===== config.mk =====
export PLATFORM = sky130hd
export DESIGN_NAME = multdiv_unit
export DESIGN_NICKNAME = d
export VERILOG_FILES = /design/src/rtl/multdiv_unit_pkg.sv /design/src/rtl/multdiv_unit_cla32.sv /design/src/rtl/multdiv_unit.sv
export SDC_FILE = /design/constraint.sdc
export NUM_CORES = 1
export LEC_CHECK = 0
export ABC_AREA = 1
export BUFFER_PORTS_ARGS = -buffer_cell sky130_fd_sc_hd__buf_2
export CAP_MARGIN = 0
export CORE_UTILIZATION = 25
export CTS_CLUSTER_DIAMETER = 100
export CTS_CLUSTER_SIZE = 28
export DETAILED_ROUTE_END_ITERATION = 10
export HOLD_SLACK_MARGIN = 0.15
export PLACE_DENSITY = 0.48
export SLEW_MARGIN = 10
export SYNTH_ARGS = -nofsm -noshare
export SYNTH_HDL_FRONTEND = slang
export SYNTH_HIERARCHICAL = 1
export SYNTH_SLANG_ARGS = --single-unit

===== constraint.sdc =====
create_clock -name clock -period 17.8 [get_ports clock]
set_input_delay 3.56 -clock clock [delete_from_list [all_inputs] [get_ports clock]]
set_output_delay 3.56 -clock clock [all_outputs]
set_load 0.005 [all_outputs]

===== src/rtl/multdiv_unit_pkg.sv =====
// multdiv_unit_pkg: shared constants and state type for the multiply/divide unit
package multdiv_unit_pkg;
   localparam int WIDTH = 32;
   localparam int ITERS = 32;
   localparam logic [WIDTH-1:0] INT_MIN = 32'h8000_0000;
   typedef enum logic [1:0] {IDLE = 2'd0, MUL = 2'd1, DIV = 2'd2, DONE = 2'd3} state_e;
endpackage


===== src/rtl/multdiv_unit_cla32.sv =====
// multdiv_unit_cla32: 32-bit adder, 4-bit lookahead groups with group carries
// computed from group generate/propagate
module multdiv_unit_cla32 (
   input  logic [31:0] a_i,
   input  logic [31:0] b_i,
   input  logic        cin_i,
   output logic [31:0] sum_o,
   output logic        cout_o
);
   logic [31:0] g, p;
   logic [32:0] c;
   logic gg, pp;
   assign g = a_i & b_i;
   assign p = a_i ^ b_i;
   always_comb begin
      c = '0;
      gg = 1'b0;
      pp = 1'b1;
      c[0] = cin_i;
      for (int k = 0; k < 8; k++) begin
         gg = 1'b0;
         pp = 1'b1;
         for (int j = 0; j < 4; j++) begin
            gg = g[4*k+j] | (p[4*k+j] & gg);
            pp = pp & p[4*k+j];
            if (j < 3) c[4*k+j+1] = g[4*k+j] | (p[4*k+j] & c[4*k+j]);
         end
         c[4*k+4] = gg | (pp & c[4*k]);
      end
   end
   assign sum_o  = p ^ c[31:0];
   assign cout_o = c[32];
endmodule


===== src/rtl/multdiv_unit.sv =====
// multdiv_unit: iterative signed multiply (radix-2 Booth) / divide (non-restoring)
// sharing one 33-bit add/subtract path; 32 iterations then a one-cycle ready strobe
module multdiv_unit
   import multdiv_unit_pkg::*;
(
   input  logic             clock,
   input  logic             reset,
   input  logic [WIDTH-1:0] data_operandA,
   input  logic [WIDTH-1:0] data_operandB,
   input  logic             ctrl_MULT,
   input  logic             ctrl_DIV,
   output logic [WIDTH-1:0] data_result,
   output logic             data_exception,
   output logic             data_resultRDY,
   output logic             busy
);
   state_e state_q, state_d;
   logic [5:0] cnt_q, cnt_d;
   logic [WIDTH:0] acc_q, acc_d;
   logic [WIDTH-1:0] lo_q, lo_d, a_q, a_d, b_q, b_d, res_q, res_d;
   logic qm1_q, qm1_d, exc_q, exc_d;
   logic [WIDTH:0] x, y, ys, sum, t;
   logic [WIDTH-1:0] sum_lo, b_abs, a_abs, quo, res_div;
   logic is_mul, is_div, sub, cout, last, exc_div;
   assign is_mul = state_q == MUL;
   assign is_div = state_q == DIV;
   assign a_abs  = data_operandA[WIDTH-1] ? -data_operandA : data_operandA;
   assign b_abs  = b_q[WIDTH-1] ? -b_q : b_q;
   // Multiply accumulates into hi; divide shifts the next dividend bit into the remainder
   assign x   = is_mul ? acc_q : {acc_q[WIDTH-1:0], lo_q[WIDTH-1]};
   assign y   = is_mul ? {b_q[WIDTH-1], b_q} : {1'b0, b_abs};
   assign sub = is_mul ? lo_q[0] & ~qm1_q : ~acc_q[WIDTH];
   assign ys  = sub ? ~y : y;
   multdiv_unit_cla32 u_add (
      .a_i   (x[WIDTH-1:0]),
      .b_i   (ys[WIDTH-1:0]),
      .cin_i (sub),
      .sum_o (sum_lo),
      .cout_o(cout)
   );
   assign sum     = {x[WIDTH] ^ ys[WIDTH] ^ cout, sum_lo};
   assign t       = (lo_q[0] == qm1_q) ? acc_q : sum;
   assign last    = cnt_q == 6'(ITERS - 1);
   assign quo     = {lo_q[WIDTH-2:0], ~sum[WIDTH]};
   assign res_div = (b_q == '0) ? '0 : (a_q[WIDTH-1] ^ b_q[WIDTH-1]) ? -quo : quo;
   assign exc_div = (b_q == '0) | ((a_q == INT_MIN) & (b_q == '1));
   always_comb begin
      state_d = state_q;
      cnt_d   = cnt_q;
      acc_d   = acc_q;
      lo_d    = lo_q;
      qm1_d   = qm1_q;
      a_d     = a_q;
      b_d     = b_q;
      res_d   = res_q;
      exc_d   = exc_q;
      if (is_mul) begin
         acc_d = {t[WIDTH], t[WIDTH:1]};
         lo_d  = {t[0], lo_q[WIDTH-1:1]};
         qm1_d = lo_q[0];
      end else if (is_div) begin
         acc_d = sum;
         lo_d  = quo;
      end
      if (is_mul || is_div) begin
         cnt_d = cnt_q + 6'd1;
         if (last) begin
            state_d = DONE;
            // t is product[63:31]; it must be all-equal for the product to fit
            res_d   = is_mul ? lo_d : res_div;
            exc_d   = is_mul ? ~(&t | ~|t) : exc_div;
         end
      end
      if (state_q == DONE) state_d = IDLE;
      if (ctrl_MULT || ctrl_DIV) begin
         state_d = ctrl_MULT ? MUL : DIV;
         cnt_d   = '0;
         acc_d   = '0;
         lo_d    = ctrl_MULT ? data_operandA : a_abs;
         qm1_d   = 1'b0;
         a_d     = data_operandA;
         b_d     = data_operandB;
         res_d   = res_q;
         exc_d   = exc_q;
      end
   end
   always_ff @(posedge clock or posedge reset) begin
      if (reset) begin
         state_q <= IDLE;
         cnt_q   <= '0;
         acc_q   <= '0;
         lo_q    <= '0;
         qm1_q   <= 1'b0;
         a_q     <= '0;
         b_q     <= '0;
         res_q   <= '0;
         exc_q   <= 1'b0;
      end else begin
         state_q <= state_d;
         cnt_q   <= cnt_d;
         acc_q   <= acc_d;
         lo_q    <= lo_d;
         qm1_q   <= qm1_d;
         a_q     <= a_d;
         b_q     <= b_d;
         res_q   <= res_d;
         exc_q   <= exc_d;
      end
   end
   assign data_result    = res_q;
   assign data_exception = exc_q;
   assign data_resultRDY = state_q == DONE;
   assign busy           = state_q != IDLE;
endmodule


After elaboration in Yosys (flattened, before gate mapping) --
Cells that the tools add are included.
Cells by class: add/sub/neg operators 4, equality and inequality tests 7, multiplexer cells 27, bitwise operators 152, reductions and logical operators 14
Operators by type and width (count):
- $mux W32 | 9
- $mux W33 | 7
- $neg A32 Y32 | 3
- $and A1 B1 Y1 | 82
- $eq A32 B32 Y1 const B | 2
- $xor A32 B32 Y32 | 2
- $or A1 B1 Y1 | 58
- $not A33 Y33 | 1
- $reduce_and A33 Y1 | 1
- $reduce_or A33 Y1 | 1
- $and A32 B32 Y32 | 1
- $logic_not A32 Y1 | 1
- $mux W6 | 2
- $mux W2 | 5
- $reduce_bool A3 Y1 | 3
- $add A6 B1 Y6 const B | 1
- $eq A6 B5 Y1 const B | 1
- $reduce_bool A2 Y1 | 3
- $not A1 Y1 | 5
- $eq A2 B2 Y1 const B | 2
- $mux W1 | 4
- $reduce_and A3 Y1 | 1
- $xor A1 B1 Y1 | 3
- $eq A2 B1 Y1 const B | 1
- other kinds (4) | 5
Word-level totals: register bits after elaboration 171, input bits 68, output and inout bits 35, word-level logic and storage cells 213

Longest topological paths before layout --
Gate-level depths: netlist of the first run.
depth in word-level cells 38, mapped depth 46, gate-level depth less buffers 44

Modules after synthesis --
The synthesis of the first run kept the hierarchy.
Modules (own cells, without submodules):
- multdiv_unit | instances 1, cells an instance 1814, area an instance 12109.1 µm², sequential area each 4279.1 µm²
- multdiv_unit_cla32 | instances 1, cells an instance 136, area an instance 1302.5 µm², sequential area each 0.0 µm²

Least setup slack after synthesis of the first run --
No wires, ideal clock.
kind reg2reg, start reg state_q[1], end reg exc_q, in the netlist data_exception, setup time 117 ps, arrival 5016 ps, data required time 17683 ps, path slack 12667 ps, stages on the path, launching flop included 39, path buffers 4, period minus slack after synthesis 5133 ps, cell sequence dfrtp_1 -> inv_1 -> ha_1 -> buf_4 -> buf_2 -> buf_2 -> buf_1 -> nand2_1 -> o21ai_0 -> ha_1 -> nand2_1 -> nor2_1 -> nor2_1 -> nand2_2 -> nand2_2 -> nand2_2 -> nand2_2 -> nand2_2 -> (+3 left out) -> nand2_2 -> nand2_2 -> nand2_2 -> nand2_2 -> nand2_2 -> fa_1 -> fa_1 -> fa_1 -> xor2_1 -> nand2_1 -> o21ai_0 -> nor2_1 -> nand4_1 -> or2_0 -> nor2_1 -> nand2_1 -> nand3_1 -> nand2_1
Between the ends: elaborated cells between the ends (all ways) 157, classes of those cells eq/ne: 2; mux: 6; bitwise: 144; reduce/logical: 5
RTL lines:
- start, declared | line multdiv_unit.sv:17 | state_e state_q, state_d;
- start signal, assigned | line multdiv_unit.sv:99 | state_q <= state_d;
- $eq A2 B1 Y1 (*) | line multdiv_unit.sv:25 | assign is_mul = state_q == MUL;
- $mux W33 (*) | line multdiv_unit.sv:30 | assign x = is_mul ? acc_q : {acc_q[WIDTH-1:0], lo_q[WIDTH-1]};
- net x[2] | line multdiv_unit.sv:22 | logic [WIDTH:0] x, y, ys, sum, t;
- $xor A32 B32 Y32 | line multdiv_unit_cla32.sv:14 | assign p = a_i ^ b_i;
- $and A1 B1 Y1 | line multdiv_unit_cla32.sv:24 | gg = g[4*k+j] | (p[4*k+j] & gg);
- $or A1 B1 Y1 | line multdiv_unit_cla32.sv:24
- $and A1 B1 Y1 | line multdiv_unit_cla32.sv:24
- $or A1 B1 Y1 | line multdiv_unit_cla32.sv:24
- (+19 left out)
- $xor A32 B32 Y32 (*) | line multdiv_unit_cla32.sv:31 | assign sum_o = p ^ c[31:0];
- net sum_lo[31] | line multdiv_unit.sv:23 | logic [WIDTH-1:0] sum_lo, b_abs, a_abs, quo, res_div;
- $mux W33 (*) | line multdiv_unit.sv:42 | assign t = (lo_q[0] == qm1_q) ? acc_q : sum;
- $reduce_or A33 Y1 | line multdiv_unit.sv:71 | exc_d = is_mul ? ~(&t | ~|t) : exc_div;
- $logic_not A1 Y1 | line multdiv_unit.sv:71
- $or A1 B1 Y1 (*) | line multdiv_unit.sv:71
- $not A1 Y1 (*) | line multdiv_unit.sv:71
- $mux W1 (*) | line multdiv_unit.sv:71
- end signal, assigned | line multdiv_unit.sv:97 | exc_q <= 1'b0;
- end signal, assigned | line multdiv_unit.sv:107 | exc_q <= exc_d;
- end, declared | line multdiv_unit.sv:21 | logic qm1_q, qm1_d, exc_q, exc_d;
The timed path passes the listed nets; every way through them passes the cells marked *. A chain may end at the register's enable or synchronous reset.

Worst setup path in the final report of the first run --
start reg state_q[1], end reg exc_q, in the netlist data_exception
Between the ends: elaborated cells between the ends (all ways) 157, classes of those cells eq/ne: 2; mux: 6; bitwise: 144; reduce/logical: 5
RTL lines:
- $eq A2 B1 Y1 (*) | line multdiv_unit.sv:25
- $mux W33 | line multdiv_unit.sv:31 | assign y = is_mul ? {b_q[WIDTH-1], b_q} : {1'b0, b_abs};
- $not A33 Y33 | line multdiv_unit.sv:33 | assign ys = sub ? ~y : y;
- $mux W33 (*) | line multdiv_unit.sv:33
- net ys[2] | line multdiv_unit.sv:22
- $xor A32 B32 Y32 | line multdiv_unit_cla32.sv:14
- $and A1 B1 Y1 | line multdiv_unit_cla32.sv:24
- $or A1 B1 Y1 | line multdiv_unit_cla32.sv:24
- (+21 left out)
- $xor A32 B32 Y32 (*) | line multdiv_unit_cla32.sv:31
- net sum_lo[31] | line multdiv_unit.sv:23
- $mux W33 (*) | line multdiv_unit.sv:42
- $reduce_or A33 Y1 | line multdiv_unit.sv:71
- $logic_not A1 Y1 | line multdiv_unit.sv:71
- $or A1 B1 Y1 (*) | line multdiv_unit.sv:71
- $not A1 Y1 (*) | line multdiv_unit.sv:71
- $mux W1 (*) | line multdiv_unit.sv:71
Marked as above.

==> metrics.txt, run 1 <==
GPL Wtd Cong=about 0.9; Post-Synthesis Cells=a little under 2,000; Hold Crit Depth=1; mux contribution to synthesized area=0%; Period minus WS final=slightly below 7 ns; critical-path maximum fanout=68; # IOs=between 100 and 150; first-pass GRT wire length=~70,000 um; setup slack, reg-to-reg=about 11 ns; Die X=234 um; period utilization=between 30% and 40%; Hold Crit Start=cnt_q[4]; Async SR Flop Fraction=100%; Worst Path Required=18.15 ns; final wirelength=approximately 44,000 um; cell mode on critical path=nand2_2; share of cells above drive strength 1=between 10% and 20%; filler cell count=roughly 6,000; DR vias=12,800; syn_nets=2,084; Post-Syn Area per Cell=just under 7 um2; PostCTS Resize Cnt=0; initial antenna violation count=3; CTS tree=done; status=complete, but fails checks; Worst path max stage delay=between 0.7 and 0.8 ns; leak pwr=a little over 7 nW; wire per inst=around 16 um; area of the core=approximately 53,000 um2; grt ovf=0; detailed placement HPWL=33,600 um; reg2reg path depth=39; Initial Util=~25%; reg-to-reg endpoint=data_exception; Synth Area in Compound Gates=~14%; XOR/XNOR Fraction of Synth Area=5.35%; drt drc=4; Die Ht=between 200 and 250 um; Max Fclk=roughly 150 MHz; max-slew violation count=0; Final setup viols=0; First-pass DRT Iterations=8; Hold Slack=around 0.47 ns; top_reg_cell synth=dfrtp_1; diodes inserted=0; maximum vdd drop=approximately 0.000070 V; r2r startpoint=state_q[1]; register area=between 4000 and 5000 um2; Root Driver=clkbuf_16; Tightest Pin Transition=about 1.2 ns; Crit Path Category=reg -> reg; main combinational cell family by area after synthesis=simple AND/OR/NAND/NOR gates; Synth Area in Simple Gates=between 30% and 40%; Area growth syn-to-layout=12.5%; clk buf depth=2; unrepaired setup endpoints after global routing=false; Vias/cell=~4.7; antenna-violating nets left=0; port bufs=approximately 100; Multi-input gate area=7950 um2; max_cap viols=0; hold_buf cts=0; TritonCTS buffer count=17; synthesized flop and latch total=approximately 170; critical path endpoint category=register; Adder-Cell Fraction of Synth Area=between 7 and 8%; Worst Setup Start Kind=register; hold crit path type=reg -> reg; largest net degree at the start of global routing=about 110; setup TNS=0 ns; H-tree depth=4; failing checks=design-rule violations; postcts setup bufs=0; Final nets=~2,100; pwr dens=roughly 96 nW/um2; CP Launch Point=state_q[1]; Worst-Skew Late Latency=~0.46 ns; YS warnings=6; register area share after synthesis=a little under a third; clock tree sinks=approximately 170; die area=~55,000 um2; EDFF count, synth=0; clk slew on worst S/H paths=roughly 0.070 ns; arrival time worst endpoint=7.17 ns; DR iter-0 viols=about 950; GRT Util Overall=16.4%; synth unique cells=50; vias in the first global route=between 10,000 and 15,000; row count=between 80 and 90; Cell Area, Synth=around 13,000 um2; clk_skew=0.0139 ns; Crit-path slowest cell=nand2_2; dpl ws=10.98 ns; Relative slew margins=between 20% and 30%; Hold Crit Endpoint=cnt_q[4]; Final WS setup=about 11 ns; Final Hold Viols=0
-- worst max path at each step --
stage                     cells after the start        endpoint  slack, ns
after floorplan                               1          a_q[0]       9.61
after global placement                       39  data_exception      11.09
after detailed placement                     39  data_exception      10.98
after CTS                                    39  data_exception      10.94
after global routing                         39  data_exception      10.46
final                                        39  data_exception      10.97
-- layer usage --
layer / routed length [um] / track usage (%) / vias up
met5: 35 / 0 / -
met1: 22900 / 25.2 / 5960
met2: 18200 / 23.6 / 326
met3: 2100 / 2.47 / 39
met4: 651 / 4.18 / 6
li1: - / - / 6428
-- registers in the layout, indices dropped and copies added (netlist names) --
| signal | cells |
|---|---|
| data_exception | 1 |
| qm1_q | 1 |
| data_result | 32 |
| lo_q | 32 |
| cnt_q | 6 |
| acc_q | 33 |
| b_q | 32 |
| state_q | 2 |
| a_q | 32 |
-- power breakdown --
part / total, W / leakage (nW) / switching (W) / internal (W)
sequential: 0.000461 / 2.18 / 0.0000386 / 0.000422
clock: 0.000396 / 0.295 / 0.000171 / 0.000225
combinational: 0.000587 / 4.80 / 0.000394 / 0.000193
total: 0.00144 / 7.27 / 0.000604 / 0.000841
-- Yosys cell counts, types with 3 or more instances --
master | n | area, um2
nor3_1 | 19 | 95.1
buf_6 | 7 | 78.8
buf_1 | 4 | 15.0
ha_1 | 42 | 526
dfrtp_1 | 171 | 4280
xor2_1 | 76 | 666
nand3_2 | 8 | 80.1
clkinv_1 | 3 | 11.3
o21ai_0 | 204 | 1020
nand4_1 | 25 | 156
buf_2 | 10 | 50.1
nand2_1 | 496 | 1860
nand3b_1 | 7 | 52.6
inv_2 | 7 | 26.3
o211ai_1 | 6 | 45.0
clkbuf_1 | 63 | 236
or2_2 | 13 | 81.3
fa_1 | 24 | 480
nand2_2 | 19 | 119
nand3_1 | 134 | 671
xnor2_1 | 6 | 52.6
o31ai_1 | 5 | 37.5
nor2_4 | 5 | 56.3
a2bb2oi_1 | 6 | 52.6
a21boi_1 | 4 | 30.0
buf_4 | 3 | 22.5
o22ai_1 | 32 | 200
o21ai_1 | 16 | 80.1
o21a_1 | 7 | 52.6
nor2_2 | 5 | 31.3
nor3_2 | 5 | 50.1
inv_1 | 198 | 743
nor2_1 | 212 | 796
a21oi_1 | 74 | 370
nor4_1 | 15 | 93.8
-- per-stage QoR --
step                      instance area [um2]  instances  utilization, %  power [W]
after CTS                               15100       2695            28.6    0.00145
after global placement                  14500       2664            27.4    0.00104
final                                   15100       2695            28.6    0.00144
after detailed placement                14500       2664            27.4    0.00105
after floorplan                         13400       1950               -   0.000887
after global routing                    15100       2695            28.6    0.00155
-- cell families after synthesis --
group / after synthesis
flip-flops: 171
AND/OR/NAND/NOR: 973
XOR/XNOR: 82
adder cells (fa/ha/maj): 66
AO/OA/AOI/OAI: 361
buffers and inverters: 297
-- area by class of cell --
| type | instances | area share, % |
|---|---|---|
| clock buffers | 22 | 3.28 |
| clock inverters | 9 | 0.738 |
| inverters | 209 | 5.27 |
| multi-input cells | 1482 | 52.7 |
| flip-flops and latches | 171 | 28.4 |
| well taps | 688 | 5.71 |
| repair buffers | 114 | 3.98 |
-- placed cells by master, fill, tap and decap left out, types with 6 or more instances in the layout --
master / instances
buf_4: 12
o21ai_1: 16
nor4_1: 15
fa_1: 24
nand4_1: 25
inv_2: 8
nand3b_1: 7
nor2_1: 210
xnor2_1: 6
nand2_1: 496
a2bb2oi_1: 6
nor3_1: 19
nor2_2: 6
buf_2: 102
xor2_1: 76
nand2_2: 19
nand3_2: 8
or2_2: 13
nor2_4: 6
dfrtp_1: 171
clkbuf_16: 17
o211ai_1: 6
nand3_1: 134
inv_1: 196
a21oi_1: 74
o22ai_1: 32
o21a_1: 7
ha_1: 41
o21ai_0: 204
-- critical path, delay by kind of cell, from the launching register on --
family	cells	cell delay, ns
AO/OA/AOI/OAI	1	0.16
XOR/XNOR	3	0.56
adder cells (fa/ha/maj)	5	1.84
buffers and inverters	4	0.86
flip-flops	1	0.38
AND/OR/NAND/NOR	26	2.87
No activity file was read; power rests on OpenSTA's default activity.
==> run 2, diff against run 1 <==
Settings changed: PLACE_DENSITY 0.48 to 0.49.
Clock period 17.8 ns to 5.7 ns, I/O delays scaled along.
==> run 2 against run 1 <==
The flow still finishes with violations (design-rule violations). Non-clock buffer count rose by 11. Clock power grew to 3.1 times the previous value. Sequential power rose to 3.1 times the previous value. Combinational power grew to 3.2 times the previous value. Clock-buffer cell count down 4. Flip-flop and latch count is the same. Maximum frequency rose by 31%. Critical path type unchanged. Largest power group unchanged. Highest routed layer unchanged.
==> metrics.txt, run 2 (synthesis gave the netlist of run 1 again) <==
status=complete, but fails checks; failing checks=design-rule violations; Relative slew margins=31.9% (+10 points); cell internal pwr=0.00260 W (+210%); DR iter-0 viols=911 (-4.2%); area of the core=52,800 um2 (unchanged); family with the most delay on the worst path=simple AND/OR/NAND/NOR gates; hold_buf cts=0 (unchanged); Worst Setup Start Kind=register; Die Ht=234 um (unchanged); clock power share=26.9% (-0.5 points); largest net degree at the start of global routing=113 (+6.6%); Initial Util=25.4% (unchanged); Biggest register=acc_q; period utilization=91.7% (+53 points); hold crit path type=reg -> reg; critical path endpoint category=register; most frequent cells in the layout=nand2_1, nor2_1, o21ai_0; first-pass GRT wire length=68,900 um (-2.0%); First-pass DRT Iterations=10 (+2); Root Driver=clkbuf_16; vias in the first global route=12,100 (-1.9%); arrival time worst endpoint=5.58 ns (-1.59 ns); diodes inserted=0 (unchanged); row count=84 (unchanged); Crit-path slowest cell=fa_1; Worst-Skew Late Latency=0.46 ns (about the same); cell mode on critical path=nand2_2; GPL Wtd Cong=0.915 (+3.7%); filler cell count=5,870 (+0.085%); antenna-violating nets left=0 (unchanged); Tightest Pin Transition=1.02 ns (-0.147 ns); max_cap viols=0 (unchanged); Sw Share=42.3% (+0.47 points); Area growth syn-to-layout=13.2%; grt ovf=0 (unchanged); clk buf depth=2 (unchanged); most common cell after layout, fill and taps aside=nand2_1; H-tree depth=4 (unchanged); Final Hold Viols=0 (unchanged); share of cells above drive strength 1=11.6% (+0.53 points); Final nets=2,140 (+0.52%); final wirelength=43,300 um (-1.5%); placed insts=2,675 (+0.41%); initial antenna violation count=3 (unchanged); clk slew on worst S/H paths=0.07 ns (about the same); detailed placement HPWL=33,100 um (-1.5%); CTS tree=done; die area=54,600 um2 (unchanged); clk_skew=0.0103 ns (-0.00367 ns); critical-path maximum fanout=8 (-88%); Crit Path Category=reg -> reg; DR vias=12,800 (+0.55%); max-slew violation count=0 (unchanged); Period minus WS final=5.23 ns (-1.60 ns); combinational share of power=41.1% (+0.4 points); TritonCTS buffer count=17 (unchanged); drt drc=6 (+2); dpl ws=0.330 ns (-10.65 ns); Max Fclk=191 MHz (+31%); Final Non-Filler Cells=2,706 (+0.41%); port bufs=102 (unchanged); GRT Util Overall=16.2% (-0.20 points); # IOs=103 (unchanged); Final setup viols=0 (unchanged); Worst path max stage delay=0.41 ns (-0.34 ns); Sw Pwr=0.00190 W (+210%); maximum vdd drop=0.000242 V (+240%); max FFs per register=33 (unchanged); pwr dens=296 nW/um2 (+210%); Final WS setup=0.475 ns (-10.50 ns); leak pwr=7.32 nW (+0.61%); sequential share of power=31.9% (about the same); wire per inst=16.0 um (-1.9%); clock tree sinks=171 (unchanged); CP bufs+invs=2 (-2); Worst Path Required=6.06 ns (-12.09 ns); Vias/cell=4.74 (+0.14%); Die X=234 um (unchanged)
[run 2: final cells by class]
type / count / area, um2 / area share, %
clock buffer: 18 / 429 / 2.83
inverter: 209 / 793 / 5.22
multi-input combinational: 1482 / 7960 / 52.5
clock inverter: 13 / 154 / 1.01
sequential: 171 / 4280 / 28.2
tap: 688 / 861 / 5.67
timing repair buffer: 125 / 703 / 4.63
[run 2: power by group through the flow]
stage	clock network, W	registers (W)	logic (W)
after global placement	0	0.00146	0.00181
after CTS	0.00125	0.00143	0.00184
after floorplan	0	0.00141	0.00136
final	0.00121	0.00144	0.00185
after detailed placement	0	0.00146	0.00184
after global routing	0.00130	0.00145	0.00211
[run 2: worst paths after layout]
| kind | start | endpoint | slack (ns) | cells after the start |
|---|---|---|---|---|
| worst max-delay path | state_q[1] | data_exception | 0.47 | 37 |
| worst min-delay path | cnt_q[4] | cnt_q[4] | 0.47 | 1 |
| worst max register to register | state_q[1] | data_exception | 0.47 | 37 |
| worst min register to register | cnt_q[4] | cnt_q[4] | 0.47 | 1 |
| max in group asynchronous | reset | data_result[28] | 4.15 | 3 |
| min in group asynchronous | reset | b_q[15] | 0.80 | 3 |
[run 2: worst reg2reg max path, delay by kind of cell (launching register included)]
kind	cells	cell delay, ns
AND/OR/NAND/NOR	26	2.17
adder cells (fa/ha/maj)	5	1.70
XOR/XNOR	3	0.51
flip-flops	1	0.40
buffers and inverters	2	0.23
AO/OA/AOI/OAI	1	0.09
[run 2: stage by stage]
stage | hold slack [ns] | instance area [um2] | utilization, % | TNS, ns | power [W]
2_1_floorplan | 0.434 | 13400 | - | 0 | 0.00277
6_report | 0.468 | 15200 | 28.8 | 0 | 0.00450
3_5_place_dp | 0.458 | 14600 | 27.6 | 0 | 0.00329
3_3_place_gp | 0.451 | 14600 | 27.6 | 0 | 0.00327
5_1_grt | 0.495 | 15200 | 28.8 | -0.0163 | 0.00486
4_1_cts | 0.470 | 15200 | 28.7 | 0 | 0.00453
[run 2: what timing repair did]
| item | in CTS | in global routing |
|---|---|---|
| setup buffers | 0 | 0 |
| endpoints found under the setup margin | 0 | 1 |
| resized for setup | 0 | 6 |
[run 2: routing by layer]
layer,vias to the layer above,share of wire (%),GRT usage (%),wire length (um)
met1,6003,52,24.8,22500
met4,6,1.8,4.71,797
met3,43,5.0,2.54,2150
met2,320,41,23.1,17900
li1,6457,-,-,-
met5,-,0.090,0,39
